`config.mk`:
```
export PLATFORM = sky130hd
export DESIGN_NAME = dest_sel_pipe
export DESIGN_NICKNAME = d
export VERILOG_FILES = /design/src/rtl/dest_sel_pipe.sv
export SDC_FILE = /design/constraint.sdc
export NUM_CORES = 1
export LEC_CHECK = 0
export ABC_AREA = 0
export CAP_MARGIN = 15
export CORE_UTILIZATION = 38
export DETAILED_ROUTE_END_ITERATION = 7
export GPL_TIMING_DRIVEN = 0
export HOLD_SLACK_MARGIN = 0.05
export PLACE_DENSITY = 0.75
export SETUP_SLACK_MARGIN = 0.05
export SLEW_MARGIN = 20
export SYNTH_ARGS = -nofsm -noshare
export SYNTH_HDL_FRONTEND = slang
export SYNTH_SLANG_ARGS = --single-unit
export TNS_END_PERCENT = 5
```
`constraint.sdc`:
```
create_clock -name clk -period 1.7 [get_ports clk]
set_input_delay 0.34 -clock clk [delete_from_list [all_inputs] [get_ports clk]]
set_output_delay 0.34 -clock clk [all_outputs]
set_load 0.05 [all_outputs]
```
`src/rtl/dest_sel_pipe.sv`:
```
// Destination-register selector with registered output and one-entry skid buffer.
// Latency one cycle; in_ready drops only when the skid entry is occupied (max 2 beats held).
module dest_sel_pipe #(
   parameter int WIDTH = 5,
   parameter int NUM_IN = 4,
   parameter bit ZERO_SQUASH = 1'b1,
   localparam int SEL_W = $clog2(NUM_IN)
) (
   input  logic                    clk,
   input  logic                    rst_n,
   input  logic [NUM_IN*WIDTH-1:0] in_bus,
   input  logic [SEL_W-1:0]        in_sel,
   input  logic                    in_we,
   input  logic                    in_valid,
   output logic                    in_ready,
   input  logic                    flush,
   output logic [WIDTH-1:0]        out_dst,
   output logic                    out_we,
   output logic                    out_err,
   output logic                    out_valid,
   input  logic                    out_ready
);

   typedef enum logic [1:0] {
      ST_EMPTY = 2'd0,
      ST_ONE   = 2'd1,
      ST_FULL  = 2'd2
   } state_t;

   state_t state_q;
   state_t state_d;

   logic [WIDTH-1:0] sel_dst;
   logic             sel_err;
   logic             sel_we;

   logic [WIDTH-1:0] o_dst;
   logic             o_we;
   logic             o_err;
   logic [WIDTH-1:0] s_dst;
   logic             s_we;
   logic             s_err;

   logic load_o;
   logic load_s;
   logic move_s;

   // Out-of-range selects decode to $zero and flag an error instead of aliasing.
   always_comb begin
      sel_dst = '0;
      sel_err = 1'b1;
      for (int i = 0; i < NUM_IN; i++) begin
         if (in_sel == i[SEL_W-1:0]) begin
            sel_dst = in_bus[i*WIDTH +: WIDTH];
            sel_err = 1'b0;
         end
      end
   end

   assign sel_we = in_we & ~sel_err & ~(ZERO_SQUASH & (sel_dst == '0));

   always_ff @(posedge clk) begin
      if (!rst_n) begin
         state_q <= ST_EMPTY;
      end else begin
         state_q <= state_d;
      end
   end

   always_comb begin
      state_d = state_q;
      if (flush) begin
         state_d = ST_EMPTY;
      end else begin
         case (state_q)
            ST_EMPTY: if (in_valid) state_d = ST_ONE;
            ST_ONE: begin
               if (in_valid && !out_ready) begin
                  state_d = ST_FULL;
               end else if (!in_valid && out_ready) begin
                  state_d = ST_EMPTY;
               end
            end
            ST_FULL:  if (out_ready) state_d = ST_ONE;
            default:  state_d = ST_EMPTY;
         endcase
      end
   end

   // Flush suppresses every payload move so a killed beat never reaches O or S.
   always_comb begin
      in_ready  = 1'b1;
      out_valid = 1'b0;
      load_o    = 1'b0;
      load_s    = 1'b0;
      move_s    = 1'b0;
      case (state_q)
         ST_EMPTY: begin
            load_o = in_valid & ~flush;
         end
         ST_ONE: begin
            out_valid = 1'b1;
            load_o    = in_valid & out_ready & ~flush;
            load_s    = in_valid & ~out_ready & ~flush;
         end
         ST_FULL: begin
            in_ready  = 1'b0;
            out_valid = 1'b1;
            move_s    = out_ready & ~flush;
         end
         default: begin
            in_ready = 1'b1;
         end
      endcase
   end

   always_ff @(posedge clk) begin
      if (!rst_n) begin
         o_dst <= '0;
         o_we  <= 1'b0;
         o_err <= 1'b0;
         s_dst <= '0;
         s_we  <= 1'b0;
         s_err <= 1'b0;
      end else begin
         if (load_o) begin
            o_dst <= sel_dst;
            o_we  <= sel_we;
            o_err <= sel_err;
         end else if (move_s) begin
            o_dst <= s_dst;
            o_we  <= s_we;
            o_err <= s_err;
         end
         if (load_s) begin
            s_dst <= sel_dst;
            s_we  <= sel_we;
            s_err <= sel_err;
         end
      end
   end

   assign out_dst = o_dst;
   assign out_we  = o_we;
   assign out_err = o_err;

endmodule

```
==> results of run 1 <==
==> per-stage QoR <==
step / cells / power (mW) / hold WS [ns] / worst slack (ns)
2_1_floorplan: 93 / 0.534 / 0.433 / -0.0688
6_report: 166 / 0.899 / 0.473 / 0.0885
5_1_grt: 166 / 0.944 / 0.491 / -0.0237
3_3_place_gp: 156 / 0.635 / 0.443 / -0.490
3_5_place_dp: 156 / 0.640 / 0.460 / -0.524
4_1_cts: 161 / 0.889 / 0.475 / -0.0901
==> cells in the mapped netlist (all sizes together) <==
library cell / count
nand2: 21
o221ai: 1
o211a: 5
mux4: 5
and3: 2
nand2b: 1
dfxtp: 16
a221oi: 1
mux2i: 5
ha: 6
or3: 2
buf: 2
or2: 1
inv: 5
nor2: 2
a21oi: 2
clkbuf: 2
o311ai: 2
a21boi: 7
nand3b: 2
a21o: 1
mux2: 2
==> report_power, final <==
group	total, mW	leakage [nW]	internal (mW)	switching [mW]
registers	0.396	0.131	0.389	0.00738
logic	0.253	0.627	0.126	0.127
clock network	0.249	0.0210	0.130	0.119
==> cell families (layout without fill, tap and decap cells) <==
kind of cell	after synthesis	in the layout	share of synthesized area, %
simple gates	31	31	15.0
fa+ha+maj	6	6	8.13
compound gates	19	19	16.8
buf+inv	9	54	4.47
mux	12	12	20.9
flops	16	16	34.7
==> what timing repair did <==
| item | 4_1_cts | 5_1_grt |
|---|---|---|
| endpoints found under the setup margin | 17 | 12 |
| buffers inserted | 1 | 5 |
| gates resized for setup | 24 | 21 |
| pin swaps | 1 | 3 |
| cloned | 0 | 0 |
==> state kept, by name, indices dropped and copies added, names as in the netlist <==
name     flops
out_we       1
out_dst      5
s_dst        5
out_err      1
s_we         1
state_q      2
s_err        1
==> layout make-up <==
| class | count | area (um^2) | share of cell area [%] |
|---|---|---|---|
| Multi-Input combinational cell | 68 | 604 | 41.6 |
| Timing Repair Buffer | 41 | 409 | 28.2 |
| Sequential cell | 16 | 323 | 22.2 |
| Clock buffer | 4 | 36.3 | 2.50 |
| Tap cell | 28 | 35.0 | 2.41 |
| Buffer | 4 | 26.3 | 1.81 |
| Inverter | 5 | 18.8 | 1.29 |
==> worst max-delay path, cell delays in order <==
cell and delay, ns:
clkdlybuf4s50_1 0.39, mux4_1 0.65, o311ai_4 0.32, a21boi_1 0.09
==> routing by layer <==
layer | wire (um) | part of all wire [%] | vias up
met2 | 1220 | 55 | 41
met1 | 860 | 39 | 412
met4 | 23 | 1.0 | 0
li1 | - | - | 426
met3 | 116 | 5.2 | 2
met5 | 0 | 0 | -
==> path summary, 6_finish.rpt <==
check / cells past startpoint / endpoint
worst max-delay path: 4 / s_we$_SDFFE_PN0P_
worst min-delay path: 2 / s_dst[2]$_SDFFE_PN0P_
worst max register to register: 6 / s_dst[4]$_SDFFE_PN0P_
worst min register to register: 2 / s_dst[2]$_SDFFE_PN0P_
==> summary.md, run 1 <==
Distinct cell type count after synthesis: 25. For the pin with the worst max-slew slack, the measured transition is 0.559 ns. In this run the deepest clock path goes through 2 buffers. The tools report the remaining antenna violation count as 0.

Dividing the detail-routed via count by the number of cells gives 5.31. Length of the first detailed-routing pass in iterations: 4. The clock period could shrink to 1.61 ns.

The kind of start point of the critical path was an input port. Yosys attributes the largest share of cell area to dfxtp_1 35%, nand2_1 8.5%, ha_1 8.1%, mux4_2 7.3%, mux4_1 5.7%. The floorplan core area was 2250 um^2. The worst-case IR drop observed on VDD is 399 uV. In this run the power density over the cells is 619 nW/um^2. At the worst endpoint, the arrival time is 1.79 ns. In the global route stage, met3 resource usage came out at 1.49%.

The number of antenna violations at the first check in global routing was 0. In this run, post-CTS hold repair placed 0 buffers. 37 I/O pins were placed.

Total CTS buffers: 3. After clock tree synthesis, the clock-pin slew on the worst setup and hold paths is 0.10 ns. The library cell used most frequently in the layout, excluding fill and tap cells, is nand2_1. Static timing analysis puts the maximum clock frequency at 621 MHz. The worst-case register-to-register setup slack came out at 0.14 ns. The final design instance area without fill is 1450 um^2. Summed over all instances, the cell type with the most area after synthesis is dfxtp_1. The run gives 1310 um^2 as the post-detailed-placement cell area. The mapped netlist covers 923 um^2. The via count came out at 881. The detailed router finished its first iteration with 11 violations. In the final routed layout, each cell accounts on average for 13.3 um. The tools report the post-synthesis net count as 127. The number of nets in the layout was 173; the leakage power was 0.778 nW. The HPWL reported at the end of detailed placement is 1660 um. TritonCTS built the clock tree. Startpoint of the worst setup timing path: in_bus[5]. The tools report the aggregate global routing overflow as 0. Clock tree synthesis selected as its root buffer the cell clkbuf_4. The logs give 0 for the number of hold-slack violations in the final timing report and 41.0% for the effective utilization at floorplan. The top-area cell type share of the netlist area works out to 34.7%. Yosys printed 0 warnings. Busiest layer in global routing: met2. Kind of capture point of the worst setup path: a register.

Averaged over all synthesized cells, the footprint is 9.93 um^2. Global routing used 17.7% of the available tracks. The layout has 196 filler cells. STA puts the critical path data required time at 1.88 ns. After detailed routing, the number of remaining DRC violations is 0. Between clock sinks in the finished design, the worst skew comes to 0.00455 ns.

The final critical-path share of the clock period was 94.8%. The met2 track demand over resource in global routing is 34.0%. Compared with the post-synthesis result, the final layout area differs by 57.3%.

For the standard-cell row count, the log shows 17. The floorplan step set the die height to 51.3 um. The tools report the final-report max-slew violation count as 0. The layout cell share with drive strength beyond 1 is 18.8%, and the fraction of the core area covered by cells at the end of the flow is 64.4%.

The routed design has 2220 um of wire. The first-pass GRT wire length was 3420 um. In this run the most critical hold path is launched from s_dst[2]$_SDFFE_PN0P_. The run finished with clean final reports. At the end of routability-driven placement, the weighted congestion stood at 0.833. The tools report the critical register-to-register path startpoint as state_q[1]$_SDFFE_PP0P_. The run gives 0 as the number of inserted diodes. The count of endpoints failing setup in the final report is 0. The worst min-delay path class is reg -> reg. The depth of the CTS H-tree is 1, and the reported max-cap violation count is 0.

Entering global routing, the biggest net connects 11 pins. In this run the worst path has a maximum fanout of 4. In the synthesized netlist, the number of instances is 93.

The worst slew margin relative to its limit was 62.6%; the synthesis-stage register bit count was 16. The count of buffers added on input and output ports is 35. The run gives 861 as the number of global-route vias before repair. From left edge to right edge, the die measures 51.3 um.

The die footprint is 2630 um^2, and the source-to-sink clock delay at the later pin of the worst-skew pair is 0.28 ns. Setup total negative slack on the finished layout was measured at 0 ns. The tools report the register area share after synthesis as 34.7%.

The critical path is of the in -> reg type. The library cells used most frequently in the layout, excluding fill and tap cells, are 21 x nand2_1, 14 x dfxtp_1, 12 x dlymetal6s2s_1. The logs give 16 for the total clock sinks and 18.5% for the met1 usage.
Power figures use the tool's default switching activity.
==> run 2, diff against run 1 <==
--- a/config.mk
+++ b/config.mk
@@ -7,11 +7,13 @@
 export LEC_CHECK = 0
 export ABC_AREA = 0
 export CAP_MARGIN = 15
-export CORE_UTILIZATION = 38
+export CELL_PAD_IN_SITES_DETAIL_PLACEMENT = 0
+export CELL_PAD_IN_SITES_GLOBAL_PLACEMENT = 1
+export CORE_UTILIZATION = 28
 export DETAILED_ROUTE_END_ITERATION = 7
 export GPL_TIMING_DRIVEN = 0
 export HOLD_SLACK_MARGIN = 0.05
-export PLACE_DENSITY = 0.75
+export PLACE_DENSITY_LB_ADDON = 0.1
 export SETUP_SLACK_MARGIN = 0.05
 export SLEW_MARGIN = 20
 export SYNTH_ARGS = -nofsm -noshare
==> run 2 against run 1 <==
Against the previous run:
- sequential power hardly changed
- maximum frequency is 1.0% higher
- final cell count is 7.8% higher
- final area is 1.0% lower
- register-to-register slack hardly changed
- clock power hardly changed
==> summary.md, run 2 (synthesized netlist as in run 1, its figures left out) <==
Leakage power: 0.766 nW (-1.5%). The number of inserted diodes was 0 (unchanged). The logs give 0 (unchanged) for the remaining antenna violation count and 179 (+7.8%) for the filler-free cell count of the finished design.

The number of hold-slack violations in the final timing report came out at 0 (unchanged). In this run the critical register-to-register path is launched from state_q[1]$_SDFFE_PP0P_. The depth of the CTS H-tree came out at 1 (unchanged). The arrival time at the worst endpoint is 1.78 ns (about the same).

Tracing the worst setup path back leads to its startpoint at in_sel[1]. The register clock-pin slew on the reported worst setup and hold paths was 0.10 ns (about the same); the fmax was 627 MHz (+1.0%). STA classifies the critical path endpoint as a register. The library cells used most frequently in the layout, excluding fill and tap cells, are 21 x nand2_1, 14 x dfxtp_1, 12 x dlymetal6s2s_1.

The run gives 2180 um (-1.4%) as the total routed wirelength. The final design instance area without fill came out at 1440 um^2 (-1.0%). The via count is 839 (-4.8%), and the final-report max-slew violation count is 0 (unchanged). The detail-routed net length per standard cell came out at 12.2 um (-8.6%). The vertical extent of the die is 59.4 um (+16%), and the final critical-path share of the clock period is 93.8% (-0.98 points). The tools report the total CTS buffers as 3 (unchanged). TritonCTS built the clock tree. The HPWL reported at the end of detailed placement is 1750 um (+5.6%), and the count of endpoints failing setup in the final report is 0 (unchanged). The total power density per cell area was 618 nW/um^2 (about the same); the number of I/O pins was 37 (unchanged). For the floorplan core area, the log shows 3100 um^2 (+38%). The worst setup path category is in -> reg. The startpoint of the tightest hold check path is s_we$_SDFFE_PN0P_. The first-pass GRT wire length was 3410 um (-0.20%); the reported max-cap violation count was 0 (unchanged). In this run the worst hold path is classified as reg -> reg. Die footprint: 3530 um^2 (+34%). The run gives 0 (unchanged) as the number of antenna violations at the first check in global routing. For the quantity of hold-fixing buffers added after cts, the log shows 0 (unchanged). Relative to the synthesized area, the layout overhead comes to 55.7%. The effective utilization at floorplan is 29.8% (-11 points).

The horizontal extent of the die came out at 59.4 um (+16%). The layout cell share with drive strength beyond 1 was 17.0% (-1.8 points). The flow ran to the end, and the final reports show no timing, DRC or antenna violations. The logs give 6 (+2) for the length of the first detailed-routing pass in iterations and 20 (+3) for the standard-cell row count.

The number of design-rule violations left by the first detailed-router iteration was 15 (+4). Leaving out fill and tap cells, the most frequent cell in the layout is nand2_1. The tools report the placed cell count as 172 (+10%). The worst endpoint required time was 1.88 ns (about the same). The slew at the pin closest to its max-slew limit works out to 0.489 ns (-0.0706 ns).

The final critical path time including I/O delays and setup was 1.59 ns (-0.0167 ns); the total track usage was 13.0% (-4.7 points). The run gives 11 (unchanged) as the largest net degree at the start of global routing. The final worst clock skew is 0.00584 ns (+0.00129 ns), and the total clock sinks is 16 (unchanged).

The source-to-sink clock delay at the later pin of the worst-skew pair was 0.28 ns (about the same); the critical-path maximum fanout was 5 (+1). Setup repair after global routing left no endpoint under its margin. The final weighted congestion of routability-driven global placement is 0.710 (-15%), and the number of nets in the layout is 170 (-1.7%). For the post-route worst hold slack, the log shows 0.462 ns (-0.0111 ns). STA classifies the critical path startpoint as an input port.

The port buffer count works out to 35 (unchanged). The average via count per standard cell was 4.69 (-12%). In this run the clock root is driven by a clkbuf_4.

The worst slew margin relative to its limit came out at 67.6% (+5.0 points). The logs give 291 uV (-27%) for the maximum ir drop on the vdd rail and 808 (-6.2%) for the number of global-route vias before repair. The aggregate global routing overflow is 0 (unchanged), and the buffer depth of the longest clock path is 2 (unchanged).

The total negative slack is 0 ns (unchanged), and the total DRC errors in the routed layout is 0 (unchanged). The run gives 888 uW (-1.1%) as the post-layout total power. The run gives 1330 um^2 (+1.5%) as the post-detailed-placement cell area.
run 2: through the flow:
step           setup slack, ns  utilization, %
5_1_grt                 0.0515            46.3
3_3_place_gp            -0.512            42.8
2_1_floorplan          -0.0688               -
4_1_cts                -0.0802            44.6
3_5_place_dp            -0.531            42.8
6_report                 0.105            46.3
run 2: worst paths after layout:
check | to | slack (ns) | cells after the start
worst min register to register | s_we$_SDFFE_PN0P_ | 0.46 | 2
worst min-delay path | s_we$_SDFFE_PN0P_ | 0.46 | 2
worst max-delay path | out_we$_SDFFE_PN0P_ | 0.11 | 5
worst max register to register | out_dst[2]$_SDFFE_PN0P_ | 0.15 | 6
run 2: routing by layer:
metal	track usage, %	part of all wire [%]	vias to the layer above
met1	16.0	47	382
met3	4.15	5.9	0
met4	3.06	0	0
met2	22.0	47	31
li1	-	-	426
met5	0	0	-
run 2: report_power, final:
part,total [mW],internal [mW],switching [mW]
Clock,0.251,0.130,0.120
Combinational,0.242,0.120,0.122
Sequential,0.396,0.389,0.00663
Total,0.888,0.639,0.249
run 2: what timing repair did:
item | CTS | global route
pin swaps | 2 | 3
setup buffers | 2 | 2
resized for setup | 26 | 16
setup endpoints to repair | 18 | 16
run 2: critical path, stage by stage:
cell           delay [ns]
dlygate4sd2_1        0.30
mux4_2               0.35
or3_4                0.43
o311ai_4             0.25
a21boi_1             0.09
run 2: area by class of cell:
type                            instances  area, um^2
Tap cell                               44        55.1
Clock buffer                            4        36.3
Multi-Input combinational cell         68         592
Fill cell                             327        1670
Buffer                                  3        22.5
Sequential cell                        16         323
Timing Repair Buffer                   39         390
Inverter                                5        18.8
